### src/rtl/alu_cmd_seq.sv
// alu_cmd_seq: issues LOAD / ALU commands to a register-file datapath, one per cycle.
// Define CMD_FIFO_EN to buffer commands in a 4-entry FIFO instead of a single holding register.
module alu_cmd_seq (
  input  logic        clk0,
  input  logic        rst_n0,
  input  logic        cmd_valid0,
  output logic        cmd_ready0,
  input  logic        cmd_kind0,
  input  logic [4:0]  cmd_ra0,
  input  logic [4:0]  cmd_rb0,
  input  logic [4:0]  cmd_rw0,
  input  logic [1:0]  cmd_aluc0,
  input  logic [31:0] cmd_imm0,
  input  logic        z0,
  input  logic        v0,
  output logic [4:0]  ra0,
  output logic [4:0]  rb0,
  output logic [4:0]  rw0,
  output logic        we0,
  output logic [31:0] rd0,
  output logic        s0,
  output logic [1:0]  aluc0,
  output logic        done0,
  output logic        zf0,
  output logic        vf0,
  output logic        halt0,
  input  logic        clear0,
  output logic [15:0] issued_cnt0
);

  typedef enum logic [1:0] {IDLE, ISSUE, HALT} state_t;
  localparam int CMD_W = 50;

  state_t      r_state;
  logic        r_halt, r_done, r_zf, r_vf, r_we, r_s;
  logic [4:0]  r_ra, r_rb, r_rw;
  logic [1:0]  r_aluc;
  logic [31:0] r_rd;
  logic [15:0] r_cnt;

  logic             w_halting, w_canIssue, w_push, w_bufEmpty, w_issue, w_pop, w_store;
  logic [CMD_W-1:0] w_inCmd, w_bufHead, w_issueCmd;

  // Command word layout: {kind, ra, rb, rw, aluc, imm}
  assign w_inCmd    = {cmd_kind0, cmd_ra0, cmd_rb0, cmd_rw0, cmd_aluc0, cmd_imm0};
  assign w_halting  = (r_state == ISSUE) && r_s && v0;
  assign w_canIssue = (r_state == IDLE) || ((r_state == ISSUE) && !w_halting);
  assign w_push     = cmd_valid0 && cmd_ready0;
  assign w_issue    = w_canIssue && (w_push || !w_bufEmpty);
  assign w_pop      = w_canIssue && !w_bufEmpty;
  // An empty buffer lets the incoming command bypass straight to issue.
  assign w_store    = w_push && !(w_canIssue && w_bufEmpty);
  assign w_issueCmd = w_bufEmpty ? w_inCmd : w_bufHead;

`ifdef CMD_FIFO_EN
  logic [CMD_W-1:0] r_fifo [4];
  logic [1:0]       r_wrPtr, r_rdPtr;
  logic [2:0]       r_count;

  assign w_bufEmpty = (r_count == 3'd0);
  assign w_bufHead  = r_fifo[r_rdPtr];
  assign cmd_ready0 = rst_n0 && (r_count != 3'd4);

  always_ff @(posedge clk0) begin
    if (!rst_n0) begin
      r_wrPtr <= 2'd0;
      r_rdPtr <= 2'd0;
      r_count <= 3'd0;
    end else begin
      if (w_store) begin
        r_fifo[r_wrPtr] <= w_inCmd;
        r_wrPtr         <= r_wrPtr + 2'd1;
      end
      if (w_pop)
        r_rdPtr <= r_rdPtr + 2'd1;
      r_count <= r_count + {2'b00, w_store} - {2'b00, w_pop};
    end
  end
`else
  logic [CMD_W-1:0] r_held;
  logic             r_heldValid;

  assign w_bufEmpty = !r_heldValid;
  assign w_bufHead  = r_held;
  // The holding register only fills when a command arrives as an ALU op halts.
  assign cmd_ready0 = rst_n0 && (((r_state == IDLE) && !r_heldValid) || (r_state == ISSUE));

  always_ff @(posedge clk0) begin
    if (!rst_n0) begin
      r_held      <= '0;
      r_heldValid <= 1'b0;
    end else if (w_store) begin
      r_held      <= w_inCmd;
      r_heldValid <= 1'b1;
    end else if (w_pop) begin
      r_heldValid <= 1'b0;
    end
  end
`endif

  always_ff @(posedge clk0) begin
    if (!rst_n0) begin
      r_state <= IDLE;
      r_halt  <= 1'b0;
      r_done  <= 1'b0;
      r_zf    <= 1'b0;
      r_vf    <= 1'b0;
      r_cnt   <= 16'd0;
      r_we    <= 1'b0;
      r_s     <= 1'b0;
      r_ra    <= 5'd0;
      r_rb    <= 5'd0;
      r_rw    <= 5'd0;
      r_aluc  <= 2'd0;
      r_rd    <= 32'd0;
    end else begin
      r_done <= (r_state == ISSUE);
      if (r_state == ISSUE)
        r_cnt <= r_cnt + 16'd1;
      if (clear0)
        r_vf <= 1'b0;
      if ((r_state == ISSUE) && r_s) begin
        r_zf <= z0;
        r_vf <= v0;
      end

      r_we   <= 1'b0;
      r_s    <= 1'b0;
      r_ra   <= 5'd0;
      r_rb   <= 5'd0;
      r_rw   <= 5'd0;
      r_aluc <= 2'd0;
      r_rd   <= 32'd0;

      if (w_issue) begin
        r_state <= ISSUE;
        r_we    <= 1'b1;
        r_s     <= w_issueCmd[49];
        r_rw    <= w_issueCmd[38:34];
        if (w_issueCmd[49]) begin
          r_ra   <= w_issueCmd[48:44];
          r_rb   <= w_issueCmd[43:39];
          r_aluc <= w_issueCmd[33:32];
        end else begin
          r_rd <= w_issueCmd[31:0];
        end
      end else if (w_halting) begin
        r_state <= HALT;
        r_halt  <= 1'b1;
      end else if (r_state == ISSUE) begin
        r_state <= IDLE;
      end else if ((r_state == HALT) && clear0) begin
        r_state <= IDLE;
        r_halt  <= 1'b0;
      end
    end
  end

  assign ra0         = r_ra;
  assign rb0         = r_rb;
  assign rw0         = r_rw;
  assign we0         = r_we;
  assign rd0         = r_rd;
  assign s0          = r_s;
  assign aluc0       = r_aluc;
  assign done0       = r_done;
  assign zf0         = r_zf;
  assign vf0         = r_vf;
  assign halt0       = r_halt;
  assign issued_cnt0 = r_cnt;

endmodule

### config.mk
export PLATFORM = sky130hd
export DESIGN_NAME = alu_cmd_seq
export DESIGN_NICKNAME = d
export VERILOG_FILES = /design/src/rtl/alu_cmd_seq.sv
export SDC_FILE = /design/constraint.sdc
export NUM_CORES = 1
export LEC_CHECK = 0
export BUFFER_PORTS_ARGS = -buffer_cell sky130_fd_sc_hd__buf_4
export CORE_AREA = 4 4 104 106
export DETAILED_ROUTE_END_ITERATION = 16
export DIE_AREA = 0 0 108 110
export PLACE_DENSITY = 0.84
export SLEW_MARGIN = 25
export SYNTH_ARGS = -nofsm -noshare
export SYNTH_HDL_FRONTEND = slang
export SYNTH_SLANG_ARGS = --single-unit
### constraint.sdc
create_clock -name clk0 -period 1.6 [get_ports clk0]
set_clock_uncertainty 0.05 [all_clocks]
set_input_delay 0.08 -clock clk0 [delete_from_list [all_inputs] [get_ports clk0]]
set_output_delay 0.08 -clock clk0 [all_outputs]
set_load 0.03 [all_outputs]
==> impl_metrics.env, run 1 <==
export IMPL_die_w_um=108
export IMPL_rsz0062_at_grt="true"
export IMPL_grt_max_degree=33
export IMPL_combPwrFrac=0.085
export IMPL_powerDensity_mw_per_mm2=1021
export IMPL_syn_mean_instance_area_um2=10.32
export IMPL_wire_per_inst_um=15.49
export IMPL_grt_pass1_vias=3995
export IMPL_path_max_fanout=8
export IMPL_numCtsBuffers=17
export IMPL_clockBufferDepth=2
export IMPL_final_area_mm2=0.007154
export IMPL_ys_flop_type="dfxtp_1"
export IMPL_antennaDiodeCount=0
export IMPL_p_seq_frac=0.434
export IMPL_drv_cap=0
export IMPL_min_period_over_period=1.023
export IMPL_startpoint="r_heldValid"
export IMPL_clk_pin_slew_ps=60
export IMPL_crit_slowest_cell="a311o_2"
export IMPL_wirelength_mm=12.31
export IMPL_hold_path_end="r_held[4]"
export IMPL_rr_startpoint="r_heldValid"
export IMPL_synthArstFlopShare=0
export IMPL_yosys_area_top_type_share=0.5393
export IMPL_hold_path_class="in -> reg"
export IMPL_yosysMostFrequentCell="dfxtp_1"
export IMPL_crit_type="reg -> reg"
export IMPL_grt_pass1_wl_mm=18.60
export IMPL_fmax_ghz=0.6111
export IMPL_dpl_hpwl_mm=7.434
export IMPL_final_cells=795
export IMPL_fin_nets=708
export IMPL_insertion_delay_ps=510
export IMPL_min_path_cells=4
export IMPL_outcome="complete, but fails checks"
export IMPL_regToRegSetupSlack_ps=-40
export IMPL_syn_nets=503
export IMPL_routabilityCongestion=0.8709
export IMPL_drv_slew=0
export IMPL_setup_viol=3
export IMPL_die_area_mm2=0.01188
export IMPL_crit_buf_inv=2
export IMPL_placed_cell_area_mm2=0.005811
export IMPL_core_mm2=0.009774
export IMPL_htree_levels=4
export IMPL_drcViolationCount=0
export IMPL_synth_edf_count=0
export IMPL_path_cells="a311o_2 > nand4_4 > buf_6 > clkbuf_16 > mux2i_1 > nor2_1"
export IMPL_drtIter0Drc=163
export IMPL_synth_top_area_cell="dfxtp_1"
export IMPL_dp_cells=698
export IMPL_dr_pass1_iters=4
export IMPL_r2r_cells=6
export IMPL_power_frac_clock=0.481
export IMPL_grt_antenna_before_repair=0
export IMPL_start_kind="flop"
export IMPL_cts_tree="yes"
export IMPL_numPortBuffers=127
export IMPL_ios=128
export IMPL_crit_family="compound AO/OA/AOI/OAI gates"
export IMPL_synth_cell_types=39
export IMPL_vias=3897
export IMPL_r2r_end="r_held[21]"
export IMPL_violations="negative setup slack"
export IMPL_root_buffer="clkbuf_8"
export IMPL_internal_power_mw=5.725
export IMPL_clock_sinks=124
export IMPL_ir_drop_mv=0.6087
export IMPL_track_usage=0.2000
export IMPL_vias_per_cell=4.902
export IMPL_p_sw_mw=1.580
export IMPL_seq_area_frac_synth=0.5393
export IMPL_switching_share=0.2163
export IMPL_num_rows=36
export IMPL_synth_warnings=0
export IMPL_cp_arrival_ps=1970
export IMPL_hold_path_startpoint="cmd_imm0[4]"
export IMPL_finalPower_mw=7.304
export IMPL_relSlewSlack=0.6959
export IMPL_slowest_delay_ps=380
export IMPL_p_leak_nw=3.331
export IMPL_drive_gt1_frac=0.3157
export IMPL_ys_top_cells_by_count="124 x dfxtp_1, 115 x nor2_1, 103 x mux2i_1"
export IMPL_min_period_ps=1636
export IMPL_ant_nets=0
export IMPL_die_y_um=110
export IMPL_netlist_area_mm2=0.004603
export IMPL_start_util=0.4709
export IMPL_setup_ws_ps=-36.34
export IMPL_areaGrowthSynthToFinish_pct=55.42
export IMPL_final_hold_viol_count=0
export IMPL_cp_required_ps=1940
export IMPL_worst_pin_slew_ps=455.4
export IMPL_gr_total_overflow=0
export IMPL_synth_seq_cells=124
export IMPL_endpoint_kind="flop"
export IMPL_synthCells=446
export IMPL_synth_area_leaders="dfxtp_1 54%, mux2i_1 22%, nor2_1 9.4%"
[routing by layer]
metal	vias up	global-route usage	wire, um
li1	1906	-	-
met1	1843	0.2206	5074
met2	128	0.3570	6342
met3	20	0.06931	705
met4	0	0.07304	190
met5	-	0	0
[flip-flops by register name, indices dropped and copies added (netlist names), 2 cells and up]
| name | flops |
|---|---|
| aluc0 | 2 |
| issued_cnt0 | 16 |
| r_held | 50 |
| r_state | 2 |
| ra0 | 5 |
| rb0 | 5 |
| rd0 | 32 |
| rw0 | 5 |
[cells in the final DEF (no fill, tap or decap), types with 2 or more instances in the layout]
cell | Yosys | final
a21oi_1 | 5 | 4
and2_1 | 2 | 2
and2b_2 | 1 | 2
and3_1 | 2 | 2
buf_12 | 0 | 6
buf_4 | 0 | 140
buf_6 | 7 | 3
bufinv_16 | 0 | 2
clkbuf_1 | 10 | 2
clkbuf_16 | 0 | 21
clkbuf_8 | 0 | 3
clkinv_2 | 0 | 6
dfxtp_1 | 124 | 115
dfxtp_2 | 0 | 5
dfxtp_4 | 0 | 4
dlygate4sd3_1 | 0 | 56
inv_1 | 4 | 3
inv_2 | 1 | 2
mux2i_1 | 103 | 100
mux2i_4 | 0 | 2
nand2_1 | 10 | 10
nand2b_1 | 5 | 5
nand3_1 | 12 | 12
nand3b_1 | 2 | 2
nand4_1 | 2 | 2
nor2_1 | 115 | 115
o21ai_0 | 3 | 3
xnor2_1 | 4 | 4
xor2_1 | 6 | 6
[worst max path at each step]
stage                            to  slack [ps]  cells past startpoint
floorplan           issued_cnt0[12]           5                      4
global placement    issued_cnt0[12]          70                      5
detailed placement  issued_cnt0[12]          10                      5
CTS                 issued_cnt0[12]           4                      5
global route             r_held[21]        -120                      6
finish                   r_held[21]         -40                      6
[logic make-up (layout without fill, tap and decap cells)]
logic type / Yosys count / in the layout / synth area share
simple gates: 163 / 163 / 0.1566
flops: 124 / 124 / 0.5393
mux: 103 / 103 / 0.2240
buf+inv: 31 / 247 / 0.03887
compound gates: 13 / 13 / 0.01740
xor+xnor: 10 / 10 / 0.01903
fa+ha+maj: 2 / 2 / 0.004892
[power by group through the flow]
stage	clock network, mW	logic, mW	registers (mW)
after floorplan	0	0.148	3.32
after global placement	0	0.477	3.23
after detailed placement	0	0.488	3.23
after CTS	3.58	0.604	3.17
after global routing	3.73	0.670	3.17
final	3.51	0.624	3.17
[tightest hold or removal path, stage by stage]
cell and delay (ps):
dlygate4sd3_1 520, buf_4 100, mux2i_1 50, nor2_1 70
[area by class of cell]
| type | count | area (um^2) |
|---|---|---|
| fill | 660 | 2620 |
| sequential | 124 | 2504 |
| clock inverter | 9 | 97.59 |
| multi-input combinational | 291 | 2008 |
| timing repair buffer | 212 | 1911 |
| tap | 133 | 166.4 |
| inverter | 5 | 18.77 |
| clock buffer | 21 | 449.2 |
[per-stage QoR]
stage	util	hold WS, ps	setup WS, ps	TNS, ps
2_1_floorplan	-	173.9	4.637	0
3_3_place_gp	0.5945	269.7	71.30	0
3_5_place_dp	0.5945	278.4	10.61	0
4_1_cts	0.7072	285.2	4.028	0
5_1_grt	0.7320	300.5	-118.5	-1061
6_report	0.7320	298.1	-36.34	-69.07
[repair_timing]
action,in CTS,in global routing
pin swaps,0,6
gates resized for setup,4,14
endpoints found under the setup margin,1,34
buffers inserted,1,5
cloned,0,6
hold buffers,56,0
endpoints found under the hold margin,110,0
(Power assumes the default switching activity.)
==> inputs of run 2 (changes only) <==
--- a/config.mk
+++ b/config.mk
@@ -6,10 +6,13 @@
 export NUM_CORES = 1
 export LEC_CHECK = 0
 export BUFFER_PORTS_ARGS = -buffer_cell sky130_fd_sc_hd__buf_4
-export CORE_AREA = 4 4 104 106
+export CELL_PAD_IN_SITES_DETAIL_PLACEMENT = 0
+export CELL_PAD_IN_SITES_GLOBAL_PLACEMENT = 1
+export CORE_AREA = 4 4 120 122
 export DETAILED_ROUTE_END_ITERATION = 16
-export DIE_AREA = 0 0 108 110
-export PLACE_DENSITY = 0.84
+export DIE_AREA = 0 0 124 126
+export GPL_ROUTABILITY_DRIVEN = 0
+export PLACE_DENSITY = 0.82
 export SLEW_MARGIN = 25
 export SYNTH_ARGS = -nofsm -noshare
 export SYNTH_HDL_FRONTEND = slang
==> run 2 against run 1 <==
Compared with the run above: the run still ends with negative setup slack left; routed wire length fell by 4.4%; non-clock buffer count fell by 2; combinational power is 4.0% lower; first-iteration DRC count shrank 42%; sequential share of layout area is 0.28 points lower; sequential cell count did not move; utilization down 19 points; largest power group unchanged; total power rose by 4.8%; register-to-register slack gained 40 ps; cell area is 0.80% higher; fmax up 2.2%; hold slack got worse by 260 ps.
==> impl_metrics.env, run 2 (synthesized netlist as in run 1, its figures left out) <==
export IMPL_violations="negative setup slack"
export IMPL_num_rows=42
export IMPL_grt_pass1_wl_mm=18.06
export IMPL_antennaDiodeCount=0
export IMPL_drtIter0Drc=95
export IMPL_die_area_mm2=0.01562
export IMPL_core_mm2=0.01319
export IMPL_drv_cap=0
export IMPL_clk_pin_slew_ps=50
export IMPL_die_w_um=124
export IMPL_mostFrequentLayoutCell="buf_4"
export IMPL_clock_sinks=124
export IMPL_vias=3787
export IMPL_p_sw_mw=1.598
export IMPL_final_cells=837
export IMPL_final_util=0.5468
export IMPL_final_cell_mix="142 x buf_4, 115 x nor2_1, 115 x dfxtp_1, 103 x mux2i_1, 54 x dlygate4sd3_1"
export IMPL_final_hold_viol_count=0
export IMPL_powerDensity_mw_per_mm2=1061
export IMPL_cp_required_ps=1840
export IMPL_outcome="complete, but fails checks"
export IMPL_path_max_fanout=5
export IMPL_ir_drop_mv=0.5774
export IMPL_numPortBuffers=127
export IMPL_p_leak_nw=3.361
export IMPL_vias_per_cell=4.524
export IMPL_min_period_over_period=1.001
export IMPL_rsz0062_at_grt="true"
export IMPL_die_y_um=126
export IMPL_regMostFlops="r_held"
export IMPL_track_usage=0.1465
export IMPL_worst_pin_slew_ps=425.9
export IMPL_relSlewSlack=0.7161
export IMPL_endpoint_kind="flop"
export IMPL_drv_slew=0
export IMPL_hold_path_class="in -> reg"
export IMPL_dpl_hpwl_mm=7.503
export IMPL_start_kind="flop"
export IMPL_finalPower_mw=7.655
export IMPL_fmax_ghz=0.6246
export IMPL_numCtsBuffers=17
export IMPL_root_buffer="clkbuf_16"
export IMPL_grt_antenna_before_repair=0
export IMPL_gr_total_overflow=0
export IMPL_grt_max_degree=39
export IMPL_ios=128
export IMPL_cp_arrival_ps=1840
export IMPL_drive_gt1_frac=0.3056
export IMPL_grt_pass1_vias=3847
export IMPL_htree_levels=4
export IMPL_dp_cells=744
export IMPL_setup_viol=1
export IMPL_largest_reg_flops=50
export IMPL_clockBufferDepth=2
export IMPL_cts_tree="yes"
export IMPL_combPwrFrac=0.078
export IMPL_start_util=0.3490
export IMPL_wirelength_mm=11.77
export IMPL_wire_per_inst_um=14.06
export IMPL_internal_power_mw=6.057
export IMPL_fin_nets=706
export IMPL_min_period_ps=1601
export IMPL_dr_pass1_iters=4
export IMPL_power_frac_clock=0.508
export IMPL_drcViolationCount=0
export IMPL_insertion_delay_ps=410
export IMPL_p_seq_frac=0.414
export IMPL_areaGrowthSynthToFinish_pct=56.67
export IMPL_crit_type="reg -> reg"
export IMPL_setup_ws_ps=-0.9648
export IMPL_ant_nets=0
export IMPL_switching_share=0.2087
[run 2: worst paths after layout]
check,startpoint,end,slack [ps],cells after the start
setup reg to reg,r_state[1],r_held[22],-1,6
hold / removal,cmd_valid0,r_heldValid,40,4
setup / recovery,r_state[1],r_held[22],-1,6
hold reg to reg,halt0,halt0,420,2
[run 2: worst max-delay path: stages (launching register included)]
cell and delay, ps:
dfxtp_4 360, a311o_2 390, nand4_4 110, clkbuf_16 170
clkbuf_16 150, mux2i_1 190, nor2_1 60
[run 2: power by group through the flow]
| stage | Clock (mW) | Combinational (mW) | Sequential [mW] |
|---|---|---|---|
| after floorplan | 0 | 0.148 | 3.32 |
| after CTS | 3.97 | 0.592 | 3.17 |
| final | 3.89 | 0.599 | 3.17 |
| after global placement | 0 | 0.477 | 3.23 |
| after detailed placement | 0 | 0.482 | 3.23 |
| after global routing | 4.12 | 0.649 | 3.17 |
[run 2: repair_timing]
item | 4_1_cts | 5_1_grt
pin swaps | 0 | 7
cloned | 0 | 7
setup endpoints to repair | 20 | 83
setup buffers | 0 | 2
endpoints found under the hold margin | 107 | 0
hold buffers | 54 | 0
resized for setup | 1 | 9
[run 2: layer usage]
layer | GRT usage | up-vias | share of wire | routed length (um)
li1 | - | 1900 | - | -
met1 | 0.1699 | 1769 | 0.43 | 5056
met2 | 0.2396 | 104 | 0.48 | 5696
met3 | 0.05830 | 14 | 0.071 | 833
met4 | 0.05928 | 0 | 0.015 | 180
met5 | 0 | - | 0 | 0
[run 2: final cells by class]
class	instances	area, um^2
Fill cell	1147	5978
Sequential cell	124	2504
Multi-Input combinational cell	291	1972
Timing Repair Buffer	210	1894
Clock buffer	24	493.0
Tap cell	176	220.2
Clock inverter	7	110.1
Inverter	5	18.77
[run 2: per-stage QoR]
| step | setup slack, ps | cell area, um^2 | hold slack (ps) | TNS, ps |
|---|---|---|---|---|
| finish | -0.9648 | 7212 | 37.38 | -0.9648 |
| global route | -54.57 | 7212 | 36.95 | -1757 |
| CTS | 4.218 | 6987 | 18.55 | 0 |
| detailed placement | -23.99 | 5837 | 278.1 | -45.07 |
| global placement | 16.36 | 5837 | 268.1 | 0 |
| floorplan | 4.637 | 4616 | 173.9 | 0 |
==> inputs of run 3 (changes only) <==
--- a/config.mk
+++ b/config.mk
@@ -8,11 +8,11 @@
 export BUFFER_PORTS_ARGS = -buffer_cell sky130_fd_sc_hd__buf_4
 export CELL_PAD_IN_SITES_DETAIL_PLACEMENT = 0
 export CELL_PAD_IN_SITES_GLOBAL_PLACEMENT = 1
-export CORE_AREA = 4 4 120 122
+export CORE_AREA = 4 4 110 112
 export DETAILED_ROUTE_END_ITERATION = 16
-export DIE_AREA = 0 0 124 126
+export DIE_AREA = 0 0 114 116
 export GPL_ROUTABILITY_DRIVEN = 0
-export PLACE_DENSITY = 0.82
+export PLACE_DENSITY = 0.91
 export SLEW_MARGIN = 25
 export SYNTH_ARGS = -nofsm -noshare
 export SYNTH_HDL_FRONTEND = slang
==> constraint.sdc (replaced) <==
create_clock -name clk0 -period 1.9 [get_ports clk0]
set_clock_uncertainty 0.05 [all_clocks]
set_input_delay 0.095 -clock clk0 [delete_from_list [all_inputs] [get_ports clk0]]
set_output_delay 0.095 -clock clk0 [all_outputs]
set_load 0.03 [all_outputs]
==> run 3 against run 2 <==
Compared with the run above: the run now ends clean; clock power fell by 17%; routed wire length fell by 5.4%; critical path depth fell by 1; combinational power fell by 18%; count of clock-buffer cells in the layout fell by 2; global-route usage rose by 3.1 points; via count fell by 1.1%; hold slack improved by 15 ps; sequential share of layout area rose by 1.6 points; fmax fell by 7.8%.
==> impl_metrics.env, run 3 (synthesized netlist as in run 1, its figures left out) <==
export IMPL_outcome="completed"
export IMPL_root_buffer="clkbuf_16"
export IMPL_wire_per_inst_um=14.18
export IMPL_top_usage_layer="met2"
export IMPL_final_area_mm2=0.006852
export IMPL_track_usage=0.1776
export IMPL_powerDensity_mw_per_mm2=931.5
export IMPL_core_mm2=0.01122
export IMPL_relSlewSlack=0.6525
export IMPL_grt_pass1_vias=3963
export IMPL_ir_drop_mv=0.5967
export IMPL_dpl_hpwl_mm=7.045
export IMPL_hold_path_class="in -> reg"
export IMPL_fin_nets=686
export IMPL_endpoint_kind="flop"
export IMPL_antennaDiodeCount=0
export IMPL_worst_pin_slew_ps=521.2
export IMPL_setup_ws_ps=162.8
export IMPL_fin_tns_setup_ps=0
export IMPL_final_util=0.6105
export IMPL_final_cells=785
export IMPL_cp_required_ps=2180
export IMPL_crit_type="reg -> reg"
export IMPL_wirelength_mm=11.13
export IMPL_drcViolationCount=0
export IMPL_areaGrowthSynthToFinish_pct=48.84
export IMPL_ios=128
export IMPL_setup_viol=0
export IMPL_drv_cap=0
export IMPL_dp_cells=699
export IMPL_largest_reg_flops=50
export IMPL_gr_total_overflow=0
export IMPL_p_sw_mw=1.384
export IMPL_p_seq_frac=0.418
export IMPL_power_frac_clock=0.505
export IMPL_dr_pass1_iters=4
export IMPL_drive_gt1_frac=0.2757
export IMPL_min_period_ps=1737
export IMPL_cts_tree="yes"
export IMPL_num_rows=39
export IMPL_vias_per_cell=4.773
export IMPL_cts_setup_buffers=0
export IMPL_clockBufferDepth=2
export IMPL_path_max_fanout=5
export IMPL_min_period_over_period=0.9143
export IMPL_drtIter0Drc=137
export IMPL_internal_power_mw=4.999
export IMPL_die_y_um=116
export IMPL_drv_slew=0
export IMPL_use_met3=0.05222
export IMPL_rsz0062_at_grt="false"
export IMPL_start_util=0.4101
export IMPL_grtUsageMet2=0.2978
export IMPL_mostFrequentLayoutCell="buf_4"
export IMPL_p_leak_nw=3.189
export IMPL_fin_hold_ws_ps=52.14
export IMPL_insertion_delay_ps=400
export IMPL_placed_cell_area_mm2=0.005705
export IMPL_vias=3747
export IMPL_finalPower_mw=6.382
export IMPL_regMostFlops="r_held"
export IMPL_grt_pass1_wl_mm=18.74
export IMPL_n_fill_cell=915
export IMPL_preCtsSetupSlack_ps=200.7
export IMPL_combPwrFrac=0.077
export IMPL_clock_sinks=124
export IMPL_grt_antenna_before_repair=0
export IMPL_clk_pin_slew_ps=50
export IMPL_numPortBuffers=127
export IMPL_die_w_um=114
export IMPL_switching_share=0.2168
export IMPL_final_cell_mix="132 x buf_4, 123 x dfxtp_1, 115 x nor2_1, 103 x mux2i_1, 54 x dlygate4sd3_1"
export IMPL_numCtsBuffers=17
export IMPL_use_met1=0.2256
export IMPL_die_area_mm2=0.01322
export IMPL_start_kind="flop"
export IMPL_fmax_ghz=0.5757
export IMPL_htree_levels=4
export IMPL_grt_max_degree=33
export IMPL_final_hold_viol_count=0
export IMPL_cp_arrival_ps=2010
export IMPL_ant_nets=0
[run 3: cell count changes in the layout (fill, tap and decap cells not counted), sizes merged]
cell	before	now
bufinv	3	2
clkinv	4	3
buf	150	136
clkbuf	30	22
clkinvlp	0	4
inv	5	6
[run 3: worst paths after layout]
check | from | end | slack (ps) | cells past startpoint
setup reg to reg | issued_cnt0[0] | issued_cnt0[12] | 160 | 5
hold / removal | cmd_valid0 | r_heldValid | 50 | 4
hold reg to reg | halt0 | halt0 | 420 | 2
setup / recovery | issued_cnt0[0] | issued_cnt0[12] | 160 | 5
[run 3: cell type report]
cell class,instances,area (um^2),area share
clock buffer,22,494.2,0.07213
clock inverter,10,111.4,0.01625
inverter,5,18.77,0.002739
multi-input combinational,291,1951,0.2847
sequential,124,2486,0.3629
tap,143,178.9,0.02611
timing repair buffer,190,1612,0.2352
[run 3: per-layer routing]
layer | vias up | part of all wire
met3 | 11 | 0.051
met5 | - | 0
met4 | 0 | 0.011
li1 | 1862 | -
met2 | 85 | 0.49
met1 | 1789 | 0.45
[run 3: what timing repair did]
item,CTS,global route
endpoints found under the hold margin,106,0
hold buffers,54,0
resized for setup,0,0
[run 3: critical path, stage by stage, from the launching register on]
cell and delay (ps):
dfxtp_1 430, ha_1 230, and3_2 250, nand2_2 50, or4b_1 500, a21oi_1 150
[run 3: power by group through the flow]
stage          registers [mW]  logic, mW  clock network (mW)
6_report                 2.67      0.493                3.22
5_1_grt                  2.67      0.535                3.43
4_1_cts                  2.67      0.495                3.30
3_5_place_dp             2.72      0.403                   0
3_3_place_gp             2.72      0.397                   0
2_1_floorplan            2.79      0.124                   0
